[src/rtl/ahb_pkg.sv]
// Shared AHB-Lite codes and the BRAM controller state encoding.
// Imported by the byte-mask decoder and the controller top.
package ahb_pkg;

    localparam logic [1:0] HTRANS_IDLE   = 2'b00;
    localparam logic [1:0] HTRANS_BUSY   = 2'b01;
    localparam logic [1:0] HTRANS_NONSEQ = 2'b10;
    localparam logic [1:0] HTRANS_SEQ    = 2'b11;

    localparam logic [2:0] HSIZE_BYTE = 3'b000;
    localparam logic [2:0] HSIZE_HALF = 3'b001;
    localparam logic [2:0] HSIZE_WORD = 3'b010;

    localparam logic HRESP_OKAY  = 1'b0;
    localparam logic HRESP_ERROR = 1'b1;

    typedef enum logic [2:0] {
        ST_IDLE,
        ST_WR,
        ST_RD,
        ST_RD_STALL,
        ST_ERR1,
        ST_ERR2
    } state_e;

endpackage

[src/rtl/ahb_byte_mask.sv]
// Little-endian byte-lane mask from HSIZE and HADDR[1:0].
// Also flags misaligned or oversized transfers.
module ahb_byte_mask
    import ahb_pkg::*;
(
    input  logic [2:0] hsize,
    input  logic [1:0] addr_lo,
    output logic [3:0] mask,
    output logic       misaligned
);

    // Sizes above a word still enable every lane but are flagged.
    always_comb begin
        mask       = 4'b1111;
        misaligned = 1'b0;
        if (hsize == HSIZE_BYTE) begin
            mask = 4'b0001 << addr_lo;
        end else if (hsize == HSIZE_HALF) begin
            mask       = 4'b0011 << {addr_lo[1], 1'b0};
            misaligned = addr_lo[0];
        end else if (hsize == HSIZE_WORD) begin
            misaligned = |addr_lo;
        end else begin
            misaligned = 1'b1;
        end
    end

endmodule

[src/rtl/ahb_bram_ctrl.sv]
// AHB-Lite slave driving a single-port byte-write BRAM.
// Define AHB_BRAM_ERR_EN for two-cycle ERROR on bad accesses.
module ahb_bram_ctrl
    import ahb_pkg::*;
#(
    parameter int ADDR_WIDTH = 14
) (
    input  logic                  HCLK,
    input  logic                  HRESET,
    input  logic                  HSEL,
    input  logic [31:0]           HADDR,
    input  logic [1:0]            HTRANS,
    input  logic [2:0]            HSIZE,
    input  logic                  HWRITE,
    input  logic                  HREADY,
    input  logic [31:0]           HWDATA,
    output logic                  HREADYOUT,
    output logic                  HRESP,
    output logic [31:0]           HRDATA,
    output logic [ADDR_WIDTH-1:0] bram_addr,
    output logic [31:0]           bram_wdata,
    output logic [3:0]            bram_we,
    input  logic [31:0]           bram_rdata
);

    state_e                  state_q, state_d;
    logic [ADDR_WIDTH-1:0]   addr_q, addr_d;
    logic [3:0]              mask_q, mask_d;
    logic                    write_q, write_d;
    logic                    hreadyout_q, hreadyout_d;
    logic                    hresp_d;

    logic                    accept;
    logic                    bad;
    logic [3:0]              mask_w;
    logic                    misaligned_w;
    logic [ADDR_WIDTH-1:0]   haddr_w;

    assign accept  = HSEL & HTRANS[1] & HREADY;
    assign haddr_w = HADDR[ADDR_WIDTH+1:2];

    ahb_byte_mask u_mask (
        .hsize      (HSIZE),
        .addr_lo    (HADDR[1:0]),
        .mask       (mask_w),
        .misaligned (misaligned_w)
    );

`ifdef AHB_BRAM_ERR_EN
    logic hresp_q;
    assign bad   = misaligned_w;
    assign HRESP = hresp_q;

    // ERROR flag tracks the two ERR states.
    always_ff @(posedge HCLK or posedge HRESET) begin
        if (HRESET) hresp_q <= HRESP_OKAY;
        else        hresp_q <= hresp_d;
    end

    logic unused_bits;
    assign unused_bits = ^{HADDR[31:ADDR_WIDTH+2], HTRANS[0]};
`else
    assign bad   = 1'b0;
    assign HRESP = HRESP_OKAY;

    logic unused_bits;
    assign unused_bits = ^{HADDR[31:ADDR_WIDTH+2], HTRANS[0],
                           misaligned_w, hresp_d};
`endif

    // Next-state, phase registers and registered ready/resp.
    always_comb begin
        state_d = state_q;
        addr_d  = addr_q;
        mask_d  = mask_q;
        write_d = write_q;
        if (accept) begin
            addr_d  = haddr_w;
            mask_d  = mask_w;
            write_d = HWRITE;
        end
        case (state_q)
            ST_WR: begin
                if (!accept)     state_d = ST_IDLE;
                else if (bad)    state_d = ST_ERR1;
                else if (HWRITE) state_d = ST_WR;
                else             state_d = ST_RD_STALL;
            end
            ST_RD_STALL: state_d = ST_RD;
            ST_ERR1:     state_d = ST_ERR2;
            default: begin
                if (!accept)     state_d = ST_IDLE;
                else if (bad)    state_d = ST_ERR1;
                else if (HWRITE) state_d = ST_WR;
                else             state_d = ST_RD;
            end
        endcase
        hreadyout_d = !(state_d == ST_RD_STALL || state_d == ST_ERR1);
        hresp_d     = (state_d == ST_ERR1 || state_d == ST_ERR2);
    end

    // State and phase registers, cleared asynchronously.
    always_ff @(posedge HCLK or posedge HRESET) begin
        if (HRESET) begin
            state_q     <= ST_IDLE;
            addr_q      <= '0;
            mask_q      <= '0;
            write_q     <= 1'b0;
            hreadyout_q <= 1'b1;
        end else begin
            state_q     <= state_d;
            addr_q      <= addr_d;
            mask_q      <= mask_d;
            write_q     <= write_d;
            hreadyout_q <= hreadyout_d;
        end
    end

    // BRAM port: pending phase owns the port in WR/RD_STALL.
    always_comb begin
        bram_addr  = haddr_w;
        bram_we    = 4'b0000;
        bram_wdata = HWDATA;
        HRDATA     = 32'h0;
        if (state_q == ST_WR || state_q == ST_RD_STALL) begin
            bram_addr = addr_q;
        end
        if (state_q == ST_WR && write_q) begin
            bram_we = mask_q;
        end
        if (state_q == ST_RD) begin
            HRDATA = bram_rdata;
        end
    end

    assign HREADYOUT = hreadyout_q;

endmodule

[config.mk]
export PLATFORM = sky130hd
export DESIGN_NAME = ahb_bram_ctrl
export DESIGN_NICKNAME = d
export VERILOG_FILES = /design/src/rtl/ahb_pkg.sv /design/src/rtl/ahb_byte_mask.sv /design/src/rtl/ahb_bram_ctrl.sv
export SDC_FILE = /design/constraint.sdc
export NUM_CORES = 1
export LEC_CHECK = 0
export BUFFER_PORTS_ARGS = -buffer_cell sky130_fd_sc_hd__clkbuf_2
export CAP_MARGIN = 20
export CORE_ASPECT_RATIO = 0.75
export CORE_MARGIN = 2
export CORE_UTILIZATION = 30
export CTS_CLUSTER_DIAMETER = 30
export DETAILED_ROUTE_END_ITERATION = 10
export MAX_ROUTING_LAYER = met4
export PLACE_DENSITY_LB_ADDON = 0.15
export SLEW_MARGIN = 20
export SYNTH_ARGS = -nofsm -noshare
export SYNTH_HDL_FRONTEND = slang
export SYNTH_HIERARCHICAL = 1
export SYNTH_SLANG_ARGS = --single-unit
export TNS_END_PERCENT = 30
[constraint.sdc]
create_clock -name HCLK -period 1.6 [get_ports HCLK]
set_clock_uncertainty 0.05 [all_clocks]
set_input_delay 0.08 -clock HCLK [delete_from_list [all_inputs] [get_ports HCLK]]
set_output_delay 0.08 -clock HCLK [all_outputs]
set_load 0.005 [all_outputs]
# == Word-level counts from Yosys, hierarchy flattened ==
# Cells that the tools add are included.
# Widths: inputs -> output; s select.
# classes
n_shift,2
n_reduce_logical,5
eq_ne,7
n_bitwise,2
n_mux,10
# ops
operator,n
$mux 32,1
$mux 14,1
$mux 4,3
$eq 3x2->1 const B,3
$pmux 3 s3,1
$mux 2,4
$eq 3x1->1 const B,2
$eq 3x3->1 const B,2
$shl 1x2->4 const A,1
$shl 2x2->4 const A,1
$logic_not 3->1,1
$and 1x1->1,2
$logic_or 1x1->1,2
$logic_and 1x1->1,1
$logic_not 1->1,1
# word_totals
word_cells,31
regBits,23
in_bits,106
out_inout_bits,84

# == Longest topological paths before layout ==
# depth
ltp_word,7
depth_mapped,5
ltp_nobuf,3

# == By module ==
# Netlist, hierarchy kept.
# modules_own_cells
mod,cells_each,instances,area_per_inst_um2
ahb_bram_ctrl,147,1,1584.0
ahb_byte_mask,11,1,55.1

# == Worst setup path before layout ==
# No wires, ideal clock.
# synth_timing
kind,register to output
from,reg state_q[2]
to,out bram_addr[10]
setup_slack_ns,0.371
arrival_ns,1.099
path_stages_with_launch,5
required_ns,1.470
n_path_buf,2
path_cell_list,dfrtp_1 -> nand2b_1 -> buf_6 -> buf_6 -> mux2_4
# synth_between
elab_chain_cells,3
# synth_rtl
element,line_no,source
from (decl),ahb_bram_ctrl.sv:26,"state_e state_q, state_d;"
from (signal assigned),ahb_bram_ctrl.sv:111,state_q <= state_d;
$eq 3x1->1 or $eq 3x2->1 (tied branches),ahb_bram_ctrl.sv:125,if (state_q == ST_WR || state_q == ST_RD_STALL) begin
$logic_or 1x1->1 (*),ahb_bram_ctrl.sv:125,
$mux 14 (*),ahb_bram_ctrl.sv:125,
to (decl),ahb_bram_ctrl.sv:20,"output logic [ADDR_WIDTH-1:0] bram_addr,"
# Mark *: on every way between the ends. The rest lies on a longest branch, timed or not.

# == Worst setup path after layout ==
# layout_timing
from,reg state_q[2]
to,out bram_addr[13]
# Same word-level chain as after synthesis.

==> results summary <==
For this design the ratio of total power to cell area is around 650 nW/um2. The largest net degree at the start of global routing is 33. The share of final-layout standard cells stronger than drive strength 1 came out at around 68%. The endpoint identified for the worst register-to-register timing path is state_q[0]. The final critical delay including setup and external delays came out at about 1.6 ns.

Grouping stages by cell kind, the critical path spends the most delay in flip-flops. Input and output buffers added on the ports amount to approximately 110. The leakage power came out at about 0.0012 uW. In this run the number of H-tree levels came out at 1. The pre-CTS setup slack came out at ~0.23 ns. The maximum clock frequency came out at 639 MHz. The maximum ir drop on the vdd rail is roughly 0.26 mV. The clock buffer count from CTS is 3.

The startpoint of the worst-slack reg-to-reg timing path is state_q[2]. The weighted congestion reported at the end of routability-driven placement is roughly 0.73. The number of synthesis warnings came out at 6. The first global-routing pass estimated roughly 5500 um of wire. The core outline area came out at about 5300 um2. TritonCTS built the clock tree. The worst-case reg-to-reg path depth is 4. The number of instances in the synthesized netlist came out at between 150 and 200.

The worst stage delay on the critical path is roughly 0.43 ns. The hold violation count in the final report came to 0. The critical path in this run is classified as flip-flop to output pin. For this configuration, the core starts out at a cell density of a little under a third.

The average wire per standard cell came out at about 12 um. The length of the first detailed-routing pass in iterations is 3. Along the worst path, the maximum fanout reaches 7. The clock latency on the worst-skew pair is approximately 0.26 ns. The critical path depth in cells is 4.

The total setup violations reported at the end of the flow came out at 0. The setup check on the worst reg-to-reg path leaves a slack of 0.47 ns. The run finished with clean final reports. The total chip power came out at about 1400 uW. The type of the most critical hold path is primary input to flip-flop. The number of nets with antenna violations after routing is 0.

STA classifies the critical path startpoint as a flip-flop. The launch point of the critical path is state_q[2]. The residual DRC count is 0. Setup repair after global routing could not meet its margin everywhere. The per-instance average area after synthesis is approximately 10 um2. The post-synthesis to final-layout area growth is 33.5%. The DRC marker count from the first detailed-route iteration is 49.

The slowest stage of the critical path is the dfrtp_1 cell. The via count of the first global-routing pass came out at roughly 1.1k. The total routed wirelength is just under 4000 um. The horizontal extent of the die came out at ~90 um. The detailed router placed between 1k and 1.5k vias in this run. The least setup slack across all paths after layout came out at roughly 0.036 ns.

The tool flagged a number of max-cap violations equal to 0. The final worst-path cycle share came out at between 90% and 100%. Including well taps, the total number of placed cells is roughly 300. The row count came out at 23. STA classifies the critical path endpoint as an output pin. The clock sink total came out at 23.

Leaving out filler cells and counting taps, the final layout contains 311. The die covers 6020 um2. The number of max-slew violations in the final report came to 0. The number of nets produced by synthesis came out at ~260.

The top-level port count is 190. The library cells used most frequently in the layout, excluding fill and tap cells, are clkbuf_2, and2_1, dfrtp_1. The overall global routing resource usage came out at between 10% and 20%. The average vias per placed instance came out at 4.17. In the final design database the tool counted about 340 nets. The signal on the critical path passes through nand2b_4 > buf_8 > mux2_4 > clkbuf_2. Leaving out fill and tap cells, the most frequent cell in the layout is clkbuf_2. Summing every instance area after synthesis gives approximately 1600 um2.

The number of antenna cells inserted is 0. The start point of the worst min-delay path is HADDR[7]. In this run the worst setup path terminates at bram_addr[13]. The sum of buffers and inverters on the critical path is 2. The required time of the worst setup path came out at 1.47 ns. The vertical die dimension came out at just under 70 um.

The sum of overflow across all layers after global routing came out at 0. The tree is rooted in a clkbuf_8. The data arrival time of the critical path came out at approximately 1.4 ns. The sum of negative setup slack came out at 0 ns. The placed wire-length estimate is roughly 2900 um. In this run the deepest clock path goes through 2 buffers. After clock tree synthesis, the clock-pin slew on the worst setup and hold paths is roughly 0.08 ns.

The number of antenna violations at the first check in global routing is 0.
## worst reg2reg max path, cell delays in order (launching register included)
cell	delay, ns
dfrtp_1	0.43
nand2b_4	0.18
buf_4	0.14
a21oi_1	0.14
o21bai_1	0.07
## routing by layer
layer / part of all wire [%] / GRT usage, % / wire, um / vias to the layer above
met1: 44 / 15.7 / 1700 / 584
met5: 0 / - / 0 / -
met4: 3.7 / 5.30 / 144 / 0
met3: 7.3 / 3.67 / 283 / 26
met2: 45 / 17.5 / 1740 / 51
li1: - / - / - / 637
## metrics by stage
stage                     hold slack, ns  utilization, %  cell area (um2)
final                             0.0149            41.1             2160
after global routing             0.00861            41.1             2160
after CTS                        0.00276            39.4             2070
after detailed placement          0.0769            38.1             2000
after global placement            0.0738            38.1             2000
after floorplan                   0.0312               -             1620
## power by group
group          internal (uW)  total, uW  switching, uW
logic                    214        328            114
registers                669        710           41.5
clock network            178        359            181
## how the worst min path moves through the flow
| stage | endpoint | slack [ns] | cells after the start |
|---|---|---|---|
| 3_5_place_dp | addr_q[5] | 0.08 | 3 |
| 3_3_place_gp | addr_q[4] | 0.07 | 3 |
| 2_1_floorplan | addr_q[0] | 0.03 | 1 |
| 4_1_cts | addr_q[13] | 0.003 | 2 |
| 5_1_grt | addr_q[13] | 0.009 | 2 |
| 6_report | addr_q[5] | 0.01 | 2 |
## area by class of cell
| type | count | area [um2] |
|---|---|---|
| clock buffers | 4 | 45.0 |
| repair buffers | 117 | 648 |
| inverters | 2 | 7.51 |
| flip-flops and latches | 23 | 578 |
| fillers | 546 | 3100 |
| well taps | 75 | 93.8 |
| multi-input cells | 90 | 792 |
## state kept, by name, summed over array words and instances (netlist names)
| register | cells |
|---|---|
| addr_q | 14 |
| mask_q | 4 |
| state_q | 3 |
| HREADYOUT | 1 |
| write_q | 1 |
## what timing repair did
| item | 4_1_cts | 5_1_grt |
|---|---|---|
| resized for setup | 3 | 22 |
| cloned | 0 | 2 |
| hold buffers | 1 | 0 |
| endpoints found under the setup margin | 14 | 47 |
| pin swaps | 0 | 3 |
| buffers inserted | 0 | 1 |
| hold endpoints to repair | 22 | 0 |
No activity file was read; power rests on OpenSTA's default activity.
